==> config.mk <==
export PLATFORM = sky130hd
export DESIGN_NAME = rv32_branch_predictor_flat
export DESIGN_NICKNAME = d
export VERILOG_FILES = /design/src/rtl/rv32_bpred_pkg.sv /design/src/rtl/rv32_branch_predictor_if.sv /design/src/rtl/rv32_bpred_counter.sv /design/src/rtl/rv32_branch_predictor.sv /design/src/flat_wrapper.sv
export SDC_FILE = /design/constraint.sdc
export NUM_CORES = 1
export LEC_CHECK = 0
export BUFFER_PORTS_ARGS = -buffer_cell sky130_fd_sc_hd__buf_2
export CORE_MARGIN = 5
export CORE_UTILIZATION = 59
export CTS_CLUSTER_DIAMETER = 60
export DETAILED_ROUTE_END_ITERATION = 8
export GPL_ROUTABILITY_DRIVEN = 0
export PLACE_DENSITY = 0.8
export SLEW_MARGIN = 40
export SYNTH_ARGS = -nofsm -noshare
export SYNTH_HDL_FRONTEND = slang
export SYNTH_SLANG_ARGS = --single-unit
==> constraint.sdc <==
create_clock -name clk -period 5.59 [get_ports clk]
set_input_delay 0.2795 -clock clk [delete_from_list [all_inputs] [get_ports clk]]
set_output_delay 0.2795 -clock clk [all_outputs]
set_load 0.03 [all_outputs]
==> src/rtl/rv32_bpred_pkg.sv <==
// Shared types and constants for the rv32 bimodal/gshare branch predictor.
//   ctr_t    : 2-bit saturating direction counter
//   CTR_*    : the four counter states (strong/weak not-taken/taken)
//   state_t  : predictor FSM states (table initialisation sweep, ready)
package rv32_bpred_pkg;

  typedef logic [1:0] ctr_t;

  localparam ctr_t CTR_SNT = 2'b00;
  localparam ctr_t CTR_WNT = 2'b01;
  localparam ctr_t CTR_WT  = 2'b10;
  localparam ctr_t CTR_ST  = 2'b11;

  typedef enum logic {
    ST_INIT  = 1'b0,
    ST_READY = 1'b1
  } state_t;

endpackage

==> src/rtl/rv32_branch_predictor_if.sv <==
// Fetch/execute-side bundle for the branch predictor.
// Handshake: there is no backpressure. A lookup or update is honoured in any
// cycle where its valid is high and ready_out is high; while ready_out is low
// the predictor ignores both valids. predicted_taken_out answers the lookup of
// the previous cycle (0 when that cycle had no honoured lookup).
// state exposes the predictor FSM for observation.
//   master : fetch/execute side (drives lookup_*/update_*)
//   slave  : predictor (drives ready_out, predicted_taken_out, state)
interface rv32_branch_predictor_if;
  logic                    lookup_valid_in;
  logic [31:0]             lookup_pc_in;
  logic                    update_valid_in;
  logic [31:0]             update_pc_in;
  logic                    update_taken_in;
  logic                    ready_out;
  logic                    predicted_taken_out;
  rv32_bpred_pkg::state_t  state;

  modport master (
    output lookup_valid_in, lookup_pc_in,
    output update_valid_in, update_pc_in, update_taken_in,
    input  ready_out, predicted_taken_out, state
  );

  modport slave (
    input  lookup_valid_in, lookup_pc_in,
    input  update_valid_in, update_pc_in, update_taken_in,
    output ready_out, predicted_taken_out, state
  );
endinterface

==> src/rtl/rv32_bpred_counter.sv <==
// Combinational 2-bit saturating counter next-state function.
//   cnt      : current counter value
//   taken    : resolved direction
//   cnt_next : counter after training (saturates at 00 and 11, never wraps)
module rv32_bpred_counter
  import rv32_bpred_pkg::*;
(
  input  ctr_t cnt,
  input  logic taken,
  output ctr_t cnt_next
);

  always_comb begin
    cnt_next = cnt;
    if (taken) begin
      if (cnt != CTR_ST) cnt_next = cnt + 2'd1;
    end else begin
      if (cnt != CTR_SNT) cnt_next = cnt - 2'd1;
    end
  end

endmodule

==> src/rtl/rv32_branch_predictor.sv <==
// Branch-direction predictor: table of ENTRIES 2-bit saturating counters
// indexed by pc[IDX_W+1:2]. One lookup (1-cycle latency, registered output)
// and one training update per cycle. After reset an initialisation sweep
// writes INIT_STATE into every entry (ENTRIES cycles) before ready_out rises.
// Optional feature macro: RV32_BPRED_GSHARE_EN -- XOR an IDX_W-bit global
// history (shifted on each honoured update) into both lookup and update index.
// Ports:
//   clk   : clock
//   reset : asynchronous, active-high
//   bp    : rv32_branch_predictor_if.slave (lookup/update/ready/prediction/state)
module rv32_branch_predictor
  import rv32_bpred_pkg::*;
#(
  parameter int         ENTRIES    = 64,
  parameter logic [1:0] INIT_STATE = 2'b01
) (
  input  logic                     clk,
  input  logic                     reset,
  rv32_branch_predictor_if.slave   bp
);

  localparam int IDX_W = $clog2(ENTRIES);
  typedef logic [IDX_W-1:0] idx_t;

  state_t state, next_state;
  idx_t   sweep, sweep_next;
  ctr_t   table_q [ENTRIES];

  logic   ready;
  logic   upd_en;
  idx_t   lk_idx, upd_idx;
  ctr_t   upd_cur, upd_next;
  logic   wr_en;
  idx_t   wr_idx;
  ctr_t   wr_data;
  logic   pred_d, pred_q;

  assign ready  = (state == ST_READY);
  assign upd_en = ready & bp.update_valid_in;

`ifdef RV32_BPRED_GSHARE_EN
  idx_t hist;

  // Non-speculative history: only resolved branches shift in.
  always_ff @(posedge clk or posedge reset) begin
    if (reset) hist <= '0;
    else if (upd_en) hist <= {hist[IDX_W-2:0], bp.update_taken_in};
  end

  assign lk_idx  = bp.lookup_pc_in[IDX_W+1:2] ^ hist;
  assign upd_idx = bp.update_pc_in[IDX_W+1:2] ^ hist;
`else
  assign lk_idx  = bp.lookup_pc_in[IDX_W+1:2];
  assign upd_idx = bp.update_pc_in[IDX_W+1:2];
`endif

  // FSM: state register plus sweep pointer.
  always_ff @(posedge clk or posedge reset) begin
    if (reset) begin
      state <= ST_INIT;
      sweep <= '0;
    end else begin
      state <= next_state;
      sweep <= sweep_next;
    end
  end

  always_comb begin
    next_state = state;
    sweep_next = sweep;
    case (state)
      ST_INIT: begin
        sweep_next = sweep + idx_t'(1);
        if (sweep == idx_t'(ENTRIES - 1)) next_state = ST_READY;
      end
      ST_READY: next_state = ST_READY;
      default:  next_state = ST_INIT;
    endcase
  end

  // Training path: read-modify-write of the resolved branch's counter.
  assign upd_cur = table_q[upd_idx];

  rv32_bpred_counter u_counter (
    .cnt      (upd_cur),
    .taken    (bp.update_taken_in),
    .cnt_next (upd_next)
  );

  // The sweep owns the single write port while initialising.
  always_comb begin
    wr_en   = 1'b0;
    wr_idx  = upd_idx;
    wr_data = upd_next;
    if (state == ST_INIT) begin
      wr_en   = 1'b1;
      wr_idx  = sweep;
      wr_data = INIT_STATE;
    end else if (upd_en) begin
      wr_en = 1'b1;
    end
  end

  always_ff @(posedge clk) begin
    if (wr_en) table_q[wr_idx] <= wr_data;
  end

  // Write-first: a same-cycle update to the looked-up entry is bypassed.
  always_comb begin
    pred_d = 1'b0;
    if (ready && bp.lookup_valid_in) begin
      if (upd_en && (upd_idx == lk_idx)) pred_d = upd_next[1];
      else                               pred_d = table_q[lk_idx][1];
    end
  end

  always_ff @(posedge clk or posedge reset) begin
    if (reset) pred_q <= 1'b0;
    else       pred_q <= pred_d;
  end

  assign bp.predicted_taken_out = pred_q;
  assign bp.ready_out           = ready;
  assign bp.state               = state;

  logic unused_pc_bits;
  assign unused_pc_bits = ^{bp.lookup_pc_in[31:IDX_W+2], bp.lookup_pc_in[1:0],
                            bp.update_pc_in[31:IDX_W+2], bp.update_pc_in[1:0]};

endmodule

==> src/flat_wrapper.sv <==
// flat-port wrapper written by rule: the top's interface ports become plain ports
module rv32_branch_predictor_flat import rv32_bpred_pkg::*;
#(
  parameter int         ENTRIES    = 64,
  parameter logic [1:0] INIT_STATE = 2'b01
)
  (clk, reset, bp_lookup_valid_in, bp_lookup_pc_in, bp_update_valid_in, bp_update_pc_in, bp_update_taken_in, bp_ready_out, bp_predicted_taken_out, bp_state);
  rv32_branch_predictor_if bp_i ();
  input  logic clk;
  input  logic reset;
  input wire logic [$bits(bp_i.lookup_valid_in)-1:0] bp_lookup_valid_in;
  input wire logic [$bits(bp_i.lookup_pc_in)-1:0] bp_lookup_pc_in;
  input wire logic [$bits(bp_i.update_valid_in)-1:0] bp_update_valid_in;
  input wire logic [$bits(bp_i.update_pc_in)-1:0] bp_update_pc_in;
  input wire logic [$bits(bp_i.update_taken_in)-1:0] bp_update_taken_in;
  output wire logic [$bits(bp_i.ready_out)-1:0] bp_ready_out;
  output wire logic [$bits(bp_i.predicted_taken_out)-1:0] bp_predicted_taken_out;
  output wire logic [$bits(bp_i.state)-1:0] bp_state;
  assign bp_i.lookup_valid_in = bp_lookup_valid_in;
  assign bp_i.lookup_pc_in = bp_lookup_pc_in;
  assign bp_i.update_valid_in = bp_update_valid_in;
  assign bp_i.update_pc_in = bp_update_pc_in;
  assign bp_i.update_taken_in = bp_update_taken_in;
  assign bp_ready_out = bp_i.ready_out;
  assign bp_predicted_taken_out = bp_i.predicted_taken_out;
  assign bp_state = bp_i.state;
  rv32_branch_predictor #(.ENTRIES(ENTRIES), .INIT_STATE(INIT_STATE)) u_core (.clk(clk), .reset(reset), .bp(bp_i));
endmodule
# --- Yosys cells after proc, flatten, opt, wreduce, memory -nomap -nowiden ---
# Memories as Yosys holds them, arrays and structs flattened.
# Cells that the tools add are included.
totals:
  ramBits: 128
  ff_bits: 8
  n_memories: 1
  latch_bits: 0
  romBits: 0
  out_inout_bits: 3
  inputBits: 69
memory_table:
  columns: ["name", "words", "word_bits", "read_ports", "rd_ports_with_merged_regs", "write_ports", "line", "source"]
  rows:
  - ["u_core.table_q", 64, 2, 2, 0, 1, "rv32_branch_predictor.sv:27", "ctr_t table_q [ENTRIES];"]
classes:
  n_mul: 0
  n_mux: 13
  bitwise_logic: 2
  eq_ne: 3
  div_mod_pow: 0
  order_cmp: 0
  shift: 0
  addsub: 3
  reduce_logical: 3
op_table:
  columns: ["operator", "n"]
  rows:
  - ["two-way mux 2 bit", 4]
  - ["two-way mux 1 bit", 7]
  - ["adder 6 x 1 -> 6 bit (second input constant)", 1]
  - ["== test 6 bit", 1]
  - ["== test 6 bit (second input constant)", 1]
  - ["two-way mux 6 bit", 1]
  - ["adder 2 x 1 -> 2 bit (second input constant)", 1]
  - ["logical AND 1 bit", 2]
  - ["!= test 2 bit (second input constant)", 1]
  - ["one-hot mux 1 bit (2 select lines)", 1]
  - ["nonzero test 2 bit", 1]
  - ["subtractor 2 x 1 -> 2 bit (second input constant)", 1]
  - ["AND 1 bit", 1]
  - ["NOT 1 bit", 1]

# --- Longest topological paths before layout ---
# Gate-level depths: netlist (run 1).
# An unclocked memory read counts as a cell.
logic_depth:
  depth_word: 6
  ltp_mapped: 10
  mapped_depth_nobuf: 7

# --- Modules after synthesis ---
# Synthesis (run 1) repeated with hierarchy kept, for this count alone.
hier_totals:
  cells_unflattened: 434
  area_unflattened_um2: 6471.2
modules_own_cells:
  columns: ["module", "cells_each", "area_per_inst_um2", "n_inst"]
  rows:
  - ["rv32_branch_predictor", 431, 6444.9, 1]
  - ["rv32_bpred_counter", 3, 26.3, 1]

# --- Least setup slack after synthesis (run 1) ---
# OpenSTA, ideal clock, no wires.
synth_path:
  path_kind: "input-to-reg"
  start: "input port bp_update_pc_in[3]"
  end: "memory u_core.table_q[0][0] in the netlist's numbering (data pin)"
  path_stages: 10
  setup_slack_ns: 0.467
  setup_ns: 0.702
  t_required_ns: 4.888
  n_path_buf: 3
  arrival_time_ns: 4.421
  cell_sequence: "buf_2 > buf_2 > buf_1 > mux4_2 > mux2i_1 > nand2_1 > o211ai_1 > and3_1 > a21oi_1 > o21ai_0"
synth_between:
  elab_chain_len: 5
synth_lines:
  columns: ["element", "line", "source"]
  rows:
  - ["start, declared", "flat_wrapper.sv:14", "input wire logic [$bits(bp_i.update_pc_in)-1:0] bp_update_pc_in;"]
  - ["memory read (64 x 2 bit) *", null, null]
  - ["subtractor 2 x 1 -> 2 bit (tied with other cells)", "rv32_bpred_counter.sv:18", "if (cnt != CTR_SNT) cnt_next = cnt - 2'd1;"]
  - ["two-way mux 2 bit (on tied branches)", "rv32_bpred_counter.sv:18, rv32_bpred_counter.sv:16", null]
  - ["two-way mux 2 bit *", "rv32_bpred_counter.sv:15", "if (taken) begin"]
  - ["two-way mux 2 bit *", "rv32_branch_predictor.sv:95", "if (state == ST_INIT) begin"]
  - ["via u_core.wr_data[0]", "rv32_branch_predictor.sv:35", "ctr_t wr_data;"]
  - ["end, declared", "rv32_branch_predictor.sv:27", null]
# The timed path passes the listed nets; every way through them passes the cells marked *.

==> run summary, run 1 <==
• **result of the run** complete, no violations
• **hpwl dp** 9060 µm
• **overall die height** 114.2 µm
• **row count** 38
• **final sum of negative setup slack** 0 ps
• **endpoint kind of the worst setup timing path** register
• **cell-by-cell trace of the critical path** mux4_2 > a22oi_1 > a21oi_1 > nor2_1 > and3_1 > a21oi_1 > o21ai_4 > buf_4
• **predominant post-synthesis flop cell** edfxtp_1
• **hold endpoint** u_core.bp.predicted_taken_out$_DFF_PP0_
• **global-route wire length before repair** 21800 µm
• **critical path fanouts, max** 33
• **Fmax** 0.3312 GHz
• **CTS tree** built
• **DRC viols** 0
• **H-tree depth** 4
• **unrepaired setup endpoints after global routing** no
• **I/O pin cnt** 72
• **per-instance average area after synthesis** 15.52 µm²
• **part of the Yosys area used for sequential elements** 63.08%
• **slowest stage cell, crit path** o21ai_4
• **total routing usage reported by global routing** 23.15%
• **peak ir drop on the vdd network** 200.1 µV
• **data arrival time of the critical path** 3330 ps
• **area of the core** 10750 µm²
• **headroom to the max-slew limit** 48.47%
• **start of the worst register-to-register path** u_core.table_q[63][0]$_DFFE_PP_
• **wire length after detailed routing** 14000 µm
• **TritonCTS Buffers** 17
• **Crit Path Class** register to register
• **CTS sink cnt** 136
• **Hold Path Class** primary input to register
• **critical path's most frequent cell** a21oi_1
• **instance area after placement** 6581 µm²
• **number of global-route vias before repair** 3967
• **kind of start point of the critical path** register
• **worst endpoint required time** 5900 ps
• **flop and latch count out of synthesis** 136
• **length in cells of the worst reg-to-reg path** 8
• **cell leakage power** 1.900 nW
• **routed length per placed instance** 24.09 µm
• **most frequent standard cell in the layout excluding fill and tap cells** edfxtp_1
• **Synth async-reset ratio** 5.882%
• **YS warnings** 0
• **number of synthesized flops with an enable pin** 128
• **Synth Net Count** 483
• **antenna violations before repair** 0
• **worst-case clock skew** 10.99 ps
• **Synth-to-Final Area Change** 11.30%
• **MaxCap Viol Count** 0
• **number of standard cells after synthesis** 413
• **endpoint of the most critical register-to-register path** u_core.table_q[28][0]$_DFFE_PP_
• **Nets** 498
• **die area** 13050 µm²
• **clock edge transition at the registers on the reported setup and hold paths** 60 ps
• **Final Instance Area** 7136 µm²
• **diodes inserted** 0
• **total standard cell area after synthesis** 6411 µm²
• **Final min period** 3020 ps
• **DRT antenna net count** 0
• **setup repair bufs after CTS** 0
• **First DRT Iteration DRCs** 402
• **total count of hold-check failures in the final report** 0
• **final-report max-slew violation count** 0
• **GRT Residual Overflow** 0
• **Die Wd** 114.2 µm
• **largest buffer count on any clock path** 2
• **count of cell types in the netlist** 42
• **number of instances on the worst hold path** 2
• **overall via count from detail_route** 3839
• **Initial Util** 59.66%
• **first-pass detailed-route iteration total** 5
• **reg2reg setup slack** 2570 ps
• **number of port buffers** 19
• **maximum number of pins on one net before global-route repair** 65
• **commonest cells after routing, fill and taps aside** edfxtp_1, nor2_1, mux4_2, nand2_1, buf_2
• **Power per Cell Area** 307.2 nW/µm²
• **clock latency reported for the late side of the worst-skew pair** 530 ps
• **# fillers** 774
• **part of the cycle the worst path needs** 54.02%
• **ratio of cells with drive above 1 in the final layout** 25.62%
• **via density per instance** 6.608
• **HP Start** bp_lookup_valid_in
• **root buffer cell** clkbuf_8
• **delay of the slowest cell on the worst path** 640 ps
• **slew at the pin with the worst max-slew slack** 770.0 ps
• **Setup Viol. Count Final** 0
[layout make-up]
cell class | instances | area, µm² | share of cell area (%)
Clock buffer | 18 | 417.9 | 5.857
Clock inverter | 14 | 126.4 | 1.771
Inverter | 1 | 3.754 | 0.05260
Multi-Input combinational cell | 251 | 2250 | 31.53
Sequential cell | 136 | 4045 | 56.69
Tap cell | 140 | 175.2 | 2.455
Timing Repair Buffer | 21 | 117.6 | 1.648
[cells by family (layout without fill, tap and decap cells)]
logic type / count (synthesis) / in the layout / share of synthesized area (%)
simple gates: 136 / 136 / 9.231
fa+ha+maj: 2 / 2 / 0.3708
compound gates: 39 / 39 / 4.040
xor+xnor: 11 / 11 / 1.503
buf+inv: 26 / 54 / 2.049
flops: 136 / 136 / 63.08
mux: 63 / 63 / 19.73
[state kept, by name (all words and copies together) (netlist names)]
| name | count |
|---|---|
| u_core.bp.ready_out | 1 |
| u_core.bp.predicted_taken_out | 1 |
| u_core.table_q | 128 |
| u_core.sweep | 6 |
[stage by stage]
step	setup WS, ps	instances	utilization [%]	hold slack (ps)	total power, mW
floorplan	467.3	413	-	95.16	1.176
global placement	1736	548	61.18	230.1	1.194
detailed placement	2026	548	61.25	239.8	1.196
CTS	2554	581	66.41	1.323	2.206
global route	2386	581	66.41	10.04	2.261
finish	2570	581	66.41	25.00	2.192
[synth_stat cells, types with 3 or more instances]
cell	count	area, µm²
nor3_1	5	25.02
nand2b_1	8	50.05
a21oi_1	7	35.03
xnor2_1	8	70.07
mux2_2	7	78.83
o21ai_0	9	45.04
mux2i_1	6	60.06
buf_4	3	22.52
buf_2	6	30.03
clkbuf_1	10	37.54
edfxtp_1	128	3844
xor2_1	3	26.28
mux4_2	50	1126
o32ai_1	3	26.28
nor2b_1	10	62.56
a22oi_1	5	37.54
nand3_1	5	25.02
dfrtp_1	8	200.2
nand2_1	29	108.9
nor2_1	72	270.3
buf_1	4	15.01
[worst max path at each step]
stage	cells after the start	end	start
finish	8	u_core.table_q[28][0]$_DFFE_PP_	u_core.table_q[63][0]$_DFFE_PP_
global route	9	u_core.table_q[0][0]$_DFFE_PP_	bp_update_pc_in[2]
CTS	7	u_core.table_q[1][0]$_DFFE_PP_	u_core.table_q[35][0]$_DFFE_PP_
detailed placement	8	u_core.table_q[30][0]$_DFFE_PP_	bp_update_pc_in[2]
global placement	8	u_core.table_q[28][1]$_DFFE_PP_	bp_update_pc_in[2]
floorplan	10	u_core.table_q[0][0]$_DFFE_PP_	bp_update_pc_in[3]
[power by group]
part | switching (mW) | total [mW] | internal [mW]
Sequential | 0 | 1.10 | 1.10
Clock | 0.426 | 1.02 | 0.591
Combinational | 0.0471 | 0.0780 | 0.0309
[per-layer routing]
layer,vias up,wire [µm],track usage [%]
li1,1648,-,-
met1,1942,5256,30.82
met2,209,7043,36.49
met3,40,1302,6.237
met4,0,395,9.818
met5,-,0,0
[worst max-delay path: cells and delay by family, from the launching register on]
kind | cells | cell delay (ps)
compound gates | 4 | 1170
flops | 1 | 360
mux | 1 | 480
simple gates | 2 | 340
buf+inv | 1 | 440
[what timing repair did]
action | 4_1_cts | 5_1_grt
hold endpoints to repair | 8 | 0
resized for setup | 0 | 0
hold buffers | 1 | 0
(Power assumes the default switching activity.)
==> run 2, diff against run 1 <==
==> constraint.sdc (replaced) <==
create_clock -name clk -period 2.9 [get_ports clk]
set_input_delay 0.145 -clock clk [delete_from_list [all_inputs] [get_ports clk]]
set_output_delay 0.145 -clock clk [all_outputs]
set_load 0.03 [all_outputs]
==> run summary, run 2 (same netlist as run 1, synthesis figures left out) <==
• **hpwl dp** 9874 µm, +9.0%
• **total count of hold-check failures in the final report** 0, unchanged
• **Fmax** 0.3509 GHz, +6.0%
• **Placement Setup Slack** -166.0 ps, -2192 ps
• **row count** 38, unchanged
• **Final min period** 2849 ps, -170.1 ps
• **Synth-to-Final Area Change** 15.16%
• **headroom to the max-slew limit** 50.07%, +1.6 points
• **antenna violations before repair** 0, unchanged
• **global-route wire length before repair** 23670 µm, +8.6%
• **overall via count from detail_route** 4038, +5.2%
• **final-report max-slew violation count** 0, unchanged
• **reg2reg setup slack** 50 ps, -2520 ps
• **clock latency reported for the late side of the worst-skew pair** 530 ps, about the same
• **DRC viols** 0, unchanged
• **most frequent standard cell in the layout excluding fill and tap cells** edfxtp_1
• **worst-case clock skew** 11.21 ps, +0.2263 ps
• **part of the cycle the worst path needs** 98.26%, +44 points
• **endpoint kind of the worst setup timing path** register
• **worst endpoint required time** 3160 ps, -2740 ps
• **Cells after DPL** 570, +4.0%
• **data arrival time of the critical path** 3110 ps, -220 ps
• **Power per Cell Area** 593.2 nW/µm², +93%
• **flip-flop count of the largest register, all copies and words added** 128, unchanged
• **number of port buffers** 19, unchanged
• **setup repair bufs after CTS** 0, unchanged
• **Initial Util** 59.66%, unchanged
• **ratio of cells with drive above 1 in the final layout** 28.29%, +2.7 points
• **launching instance or port of the critical path** u_core.table_q[28][1]$_DFFE_PP_
• **register with the most flip-flops** u_core.table_q
• **kind of start point of the critical path** register
• **unrepaired setup endpoints after global routing** no
• **Final Instance Count excl. Fillers** 603, +3.8%
• **crit path setup slack, layout** 50.53 ps, -2520 ps
• **# fillers** 700, -9.6%
• **Crit Path Class** register to register
• **Nets** 521, +4.6%
• **root buffer cell** clkbuf_8
• **DRT antenna net count** 0, unchanged
• **final hold slack** 100.0 ps, +74.99 ps
• **GRT Residual Overflow** 0, unchanged
• **start of the worst register-to-register path** u_core.table_q[28][1]$_DFFE_PP_
• **peak ir drop on the vdd network** 427.9 µV, +110%
• **endpoint of the most critical register-to-register path** u_core.table_q[7][1]$_DFFE_PP_
• **commonest cells after routing, fill and taps aside** edfxtp_1, nor2_1, mux4_2, nand2_1
• **result of the run** complete, no violations
• **largest buffer count on any clock path** 2, unchanged
• **First DRT Iteration DRCs** 400, -0.50%
• **Die Wd** 114.2 µm, unchanged
• **diodes inserted** 0, unchanged
• **biggest regs** u_core.table_q: 128 flops, u_core.sweep: 6 flops
• **clock edge transition at the registers on the reported setup and hold paths** 60 ps, about the same
• **die area** 13050 µm², unchanged
• **overall die height** 114.2 µm, unchanged
• **maximum number of pins on one net before global-route repair** 50, -23%
• **area of the core** 10750 µm², unchanged
• **length in cells of the worst reg-to-reg path** 8, unchanged
• **first-pass detailed-route iteration total** 6, +1
• **critical path fanouts, max** 36, +9.1%
• **final sum of negative setup slack** 0 ps, unchanged
• **CTS tree** built
• **routed length per placed instance** 25.16 µm, +4.4%
• **TritonCTS Buffers** 17, unchanged
• **total routing usage reported by global routing** 25.07%, +1.9 points
• **MaxCap Viol Count** 0, unchanged
• **cell leakage power** 2.052 nW, +8.0%
• **H-tree depth** 4, unchanged
• **CTS sink cnt** 136, unchanged
• **via density per instance** 6.697, +1.3%
• **I/O pin cnt** 72, unchanged
• **number of global-route vias before repair** 4137, +4.3%
• **slew at the pin with the worst max-slew slack** 748.9 ps, -21.13 ps
• **overall power after layout** 4.380 mW, +100%
• **Setup Viol. Count Final** 0, unchanged
• **wire length after detailed routing** 15170 µm, +8.4%
• **Hold Path Class** primary input to async pin
[run 2: cell count changes in the layout (fill, tap and decap cells not counted), sizes merged]
| cell | before | now |
|---|---|---|
| clkinvlp | 5 | 1 |
| inv | 4 | 3 |
| dlygate4sd3 | 1 | 2 |
| buf | 20 | 42 |
| bufinv | 1 | 3 |
| clkinv | 5 | 6 |
| clkbuf | 18 | 19 |
[run 2: cell type report]
cell class / count / area [µm²] / area share [%]
Timing Repair Buffer: 44 / 337.8 / 4.575
Clock buffer: 19 / 421.7 / 5.711
Clock inverter: 12 / 150.1 / 2.034
Inverter: 1 / 3.754 / 0.05084
Multi-Input combinational cell: 251 / 2251 / 30.49
Tap cell: 140 / 175.2 / 2.372
Sequential cell: 136 / 4044 / 54.77
[run 2: worst max-delay path by stage]
| stage | endpoint | slack (ps) | cells after the start |
|---|---|---|---|
| floorplan | u_core.table_q[0][0]$_DFFE_PP_ | 130 | 10 |
| global placement | u_core.table_q[13][1]$_DFFE_PP_ | -60 | 9 |
| detailed placement | u_core.table_q[7][1]$_DFFE_PP_ | -170 | 9 |
| CTS | u_core.table_q[0][1]$_DFFE_PP_ | 50 | 8 |
| global route | u_core.table_q[24][1]$_DFFE_PP_ | 10 | 8 |
| finish | u_core.table_q[7][1]$_DFFE_PP_ | 50 | 8 |
[run 2: through the flow]
stage / utilization, % / area (µm²)
floorplan: - / 6424
global placement: 63.18 / 6789
detailed placement: 63.18 / 6789
CTS: 68.69 / 7381
global route: 68.71 / 7383
finish: 68.71 / 7383
[run 2: power breakdown]
group / total [mW] / switching [mW] / internal [mW]
logic: 0.177 / 0.0997 / 0.0769
clock network: 2.09 / 0.785 / 1.30
registers: 2.12 / 0 / 2.12
total: 4.38 / 0.885 / 3.49
[run 2: timing repair]
item,CTS,global route
hold buffers,2,0
gates resized for setup,0,1
hold endpoints to repair,9,0
setup endpoints to repair,0,64
[run 2: worst max-delay path: stages (launching register included)]
cell and delay, ps:
edfxtp_1 430, mux4_2 490, nor2b_2 150, o32ai_1 110, a21oi_1 210, or3b_1 410, maj3_2 340, and2_2 240
buf_12 170
[run 2: routing by layer]
metal  vias up  global-route usage [%]  wire [µm]
li1       1693                       -          -
met1      2020                   30.29       5484
met2       256                   41.33       7600
met3        69                   6.290       1325
met4         0                   14.09        760
met5         -                       0          0
==> run 3, diff against run 2 <==
--- a/config.mk
+++ b/config.mk
@@ -15,4 +15,5 @@
 export SLEW_MARGIN = 40
 export SYNTH_ARGS = -nofsm -noshare
 export SYNTH_HDL_FRONTEND = slang
+export SYNTH_HIERARCHICAL = 1
 export SYNTH_SLANG_ARGS = --single-unit
==> run summary, run 3 <==
• **slew at the pin with the worst max-slew slack** 1013 ps, +264.2 ps
• **maximum number of pins on one net before global-route repair** 65, +30%
• **DRC viols** 0, unchanged
• **MaxCap Viol Count** 0, unchanged
• **slowest stage cell, crit path** mux4_2
• **launching instance or port of the critical path** u_core/table_q[11][1]$_DFFE_PP_
• **worst-case clock skew** 7.603 ps, -3.612 ps
• **DRT antenna net count** 0, unchanged
• **area fraction in and, or, nand and nor cells after synthesis** 9.029%, -0.20 points
• **Final min period** 2844 ps, -5.689 ps
• **cell types occupying the most area after synthesis** edfxtp_1, mux4_2, mux2i_1
• **via density per instance** 6.739, +0.63%
• **Placement Setup Slack** -103.8 ps, +62.23 ps
• **Synth Net Count** 504, +4.3%
• **commonest cells after routing, fill and taps aside** edfxtp_1, nor2_1, mux4_2, mux2i_1, nand2_1
• **routed length on met1** 5779 µm, +5.4%
• **most frequent cell after synthesis** edfxtp_1
• **area of all sequential standard cells** 4044 µm², unchanged
• **number of synthesized flops with an enable pin** 128, unchanged
• **crit path setup slack, layout** 56.21 ps, +5.689 ps
• **Multi-input gate area** 2298 µm², +2.1%
• **YS warnings** 6, +6
• **reg2reg setup slack** 60 ps, about the same
• **wire length after detailed routing** 15300 µm, +0.82%
• **result of the run** complete, no violations
• **Fmax** 0.3516 GHz, +0.20%
• **root buffer cell** clkbuf_8
• **global-route wire length before repair** 22880 µm, -3.3%
• **final hold slack** 106.9 ps, +6.943 ps
• **clock latency reported for the late side of the worst-skew pair** 510 ps, -20 ps
• **largest buffer count on any clock path** 2, unchanged
• **clock edge transition at the registers on the reported setup and hold paths** 60 ps, about the same
• **H-tree depth** 4, unchanged
• **flip-flop count of the largest register, all copies and words added** 128, unchanged
• **Synth async-reset ratio** 5.882%, unchanged
• **biggest regs** u_core/table_q: 128 flops, u_core/sweep: 6 flops
• **delay of the slowest cell on the worst path** 500 ps, about the same
• **overall via count from detail_route** 4131, +2.3%
• **unrepaired setup endpoints after global routing** no
• **commonest cells in the synthesized netlist** edfxtp_1, nor2_1, mux4_2, mux2i_1, nand2_1
• **# fillers** 672, -4.0%
• **diodes inserted** 0, unchanged
• **part of the Yosys area used for sequential elements** 62.49%, -0.59 points
• **total routing usage reported by global routing** 23.92%, -1.1 points
• **antenna violations before repair** 1, +1
• **Crit Path Class** register to register
• **number of standard cells after synthesis** 434, +5.1%
• **number of port buffers** 19, unchanged
• **row count** 38, unchanged
• **post-synthesis adder-cell area fraction** 0.5414%, +0.17 points
• **highest routing layer actually used** met4
• **endpoint kind of the worst setup timing path** register
• **headroom to the max-slew limit** 32.32%, -18 points
• **GRT Residual Overflow** 0, unchanged
• **area of the core** 10790 µm², +0.44%
• **share of the synthesized netlist area taken by xor and xnor gates** 1.489%, -0.014 points
• **Synth-to-Final Area Change** 15.51%
• **critical path's most frequent cell** mux4_2
• **Nets** 530, +1.7%
• **total count of hold-check failures in the final report** 0, unchanged
• **worst endpoint required time** 3110 ps, -50 ps
• **HP Start** bp_update_valid_in
• **hpwl dp** 9668 µm, -2.1%
• **die area** 13160 µm², +0.86%
• **Setup Viol. Count Final** 0, unchanged
• **TritonCTS Buffers** 17, unchanged
• **most frequent standard cell in the layout excluding fill and tap cells** edfxtp_1
• **Die Wd** 114.7 µm, +0.43%
• **cell type with the largest total area after synthesis** edfxtp_1
• **ratio of cells with drive above 1 in the final layout** 24.31%, -4.0 points
• **final-report max-slew violation count** 0, unchanged
• **routed length per placed instance** 24.95 µm, -0.83%
• **CTS sink cnt** 136, unchanged
• **share of the synthesized area in the top cell type** 59.40%, -0.56 points
• **register with the most flip-flops** u_core/table_q
• **first-pass detailed-route iteration total** 6, unchanged
• **critical path fanouts, max** 32, -11%
• **cell-by-cell trace of the critical path** mux4_2 > mux4_2 > and2_1 > a211oi_2 > a21oi_1 > maj3_2 > and2_4
• **Initial Util** 59.96%, +0.29 points
• **share of synthesized area spent on multiplexers** 19.70%, -0.028 points
• **number of global-route vias before repair** 4079, -1.4%
• **data arrival time of the critical path** 3060 ps, -50 ps
• **Hold Path Class** primary input to register
• **total standard cell area after synthesis** 6471 µm², +0.94%
• **met3 layer wire length in the routed design** 1727 µm, +30%
• **number of buffers and inverters on the critical path** 0, -1
• **I/O pin cnt** 72, unchanged
• **overall die height** 114.7 µm, +0.43%
• **start of the worst register-to-register path** u_core/table_q[11][1]$_DFFE_PP_
• **per-instance average area after synthesis** 14.91 µm², -3.9%
• **cell type group with the largest total delay on the critical path** multiplexers
• **total length of routed met2 wires** 7317 µm, -3.7%
• **largest family of logic cells by synthesized area** multiplexers
• **CTS tree** built
• **predominant post-synthesis flop cell** edfxtp_1
• **count of cell types in the netlist** 45, +7.1%
• **cell leakage power** 2.204 nW, +7.4%
• **peak ir drop on the vdd network** 297.1 µV, -31%
• **First DRT Iteration DRCs** 620, +55%
• **part of the cycle the worst path needs** 98.06%, -0.20 points
• **Power per Cell Area** 596.2 nW/µm², +0.51%
• **compound-gate portion of the synthesized area** 4.350%, +0.31 points
• **kind of start point of the critical path** register
• **flop and latch count out of synthesis** 136, unchanged
## run 3: layout make-up
cell class                      count  share of cell area [%]
Multi-Input combinational cell    263                   30.75
Clock buffer                       19                   5.641
Tap cell                          140                   2.343
Timing Repair Buffer               37                   4.520
Clock inverter                     13                   2.394
Inverter                            5                  0.2511
Sequential cell                   136                   54.10
## run 3: power by group
group          total, mW  internal [mW]  switching, mW
Combinational      0.180         0.0789          0.101
Sequential          2.12           2.12              0
Clock               2.16           1.39          0.772
Total               4.46           3.58          0.873
## run 3: worst reg2reg max path, stage by stage (launching register included)
cell,delay [ps]
edfxtp_1,410
mux4_2,500
mux4_2,480
and2_1,180
a211oi_2,200
a21oi_1,90
maj3_2,380
and2_4,300
## run 3: final timing paths
check | endpoint | cells after the start
min in group asynchronous | u_core/bp.predicted_taken_out$_DFF_PP0_ | 3
hold / removal | u_core/bp.predicted_taken_out$_DFF_PP0_ | 5
setup / recovery | u_core/table_q[38][1]$_DFFE_PP_ | 7
hold reg to reg | u_core/sweep[0]$_DFFE_PP0N_ | 1
max in group asynchronous | u_core/sweep[4]$_DFFE_PP0N_ | 3
setup reg to reg | u_core/table_q[38][1]$_DFFE_PP_ | 7
## run 3: repair_timing
action	CTS	global route
gates resized for setup	0	2
setup endpoints to repair	0	127
hold buffers	3	0
buffers inserted	0	0
endpoints found under the hold margin	9	0
## run 3: layer usage
metal	vias up	global-route usage, %
li1	1741	-
met1	2064	33.19
met2	291	36.79
met3	35	5.000
met4	0	11.42
met5	-	0
## run 3: logic make-up after synthesis
logic type / after synthesis
buf+inv: 36
simple gates: 133
compound gates: 38
xor+xnor: 11
flops: 136
fa+ha+maj: 3
mux: 77
## run 3: per-stage QoR
step           TNS (ps)  total power [mW]  area, µm²  util [%]  cells
2_1_floorplan         0             2.269       6482         -    434
3_3_place_gp      -3018             2.324       6828     63.26    577
3_5_place_dp      -7090             2.328       6828     63.26    577
4_1_cts               0             4.481       7458     69.11    612
5_1_grt               0             4.583       7475     69.26    613
6_report              0             4.457       7475     69.26    613
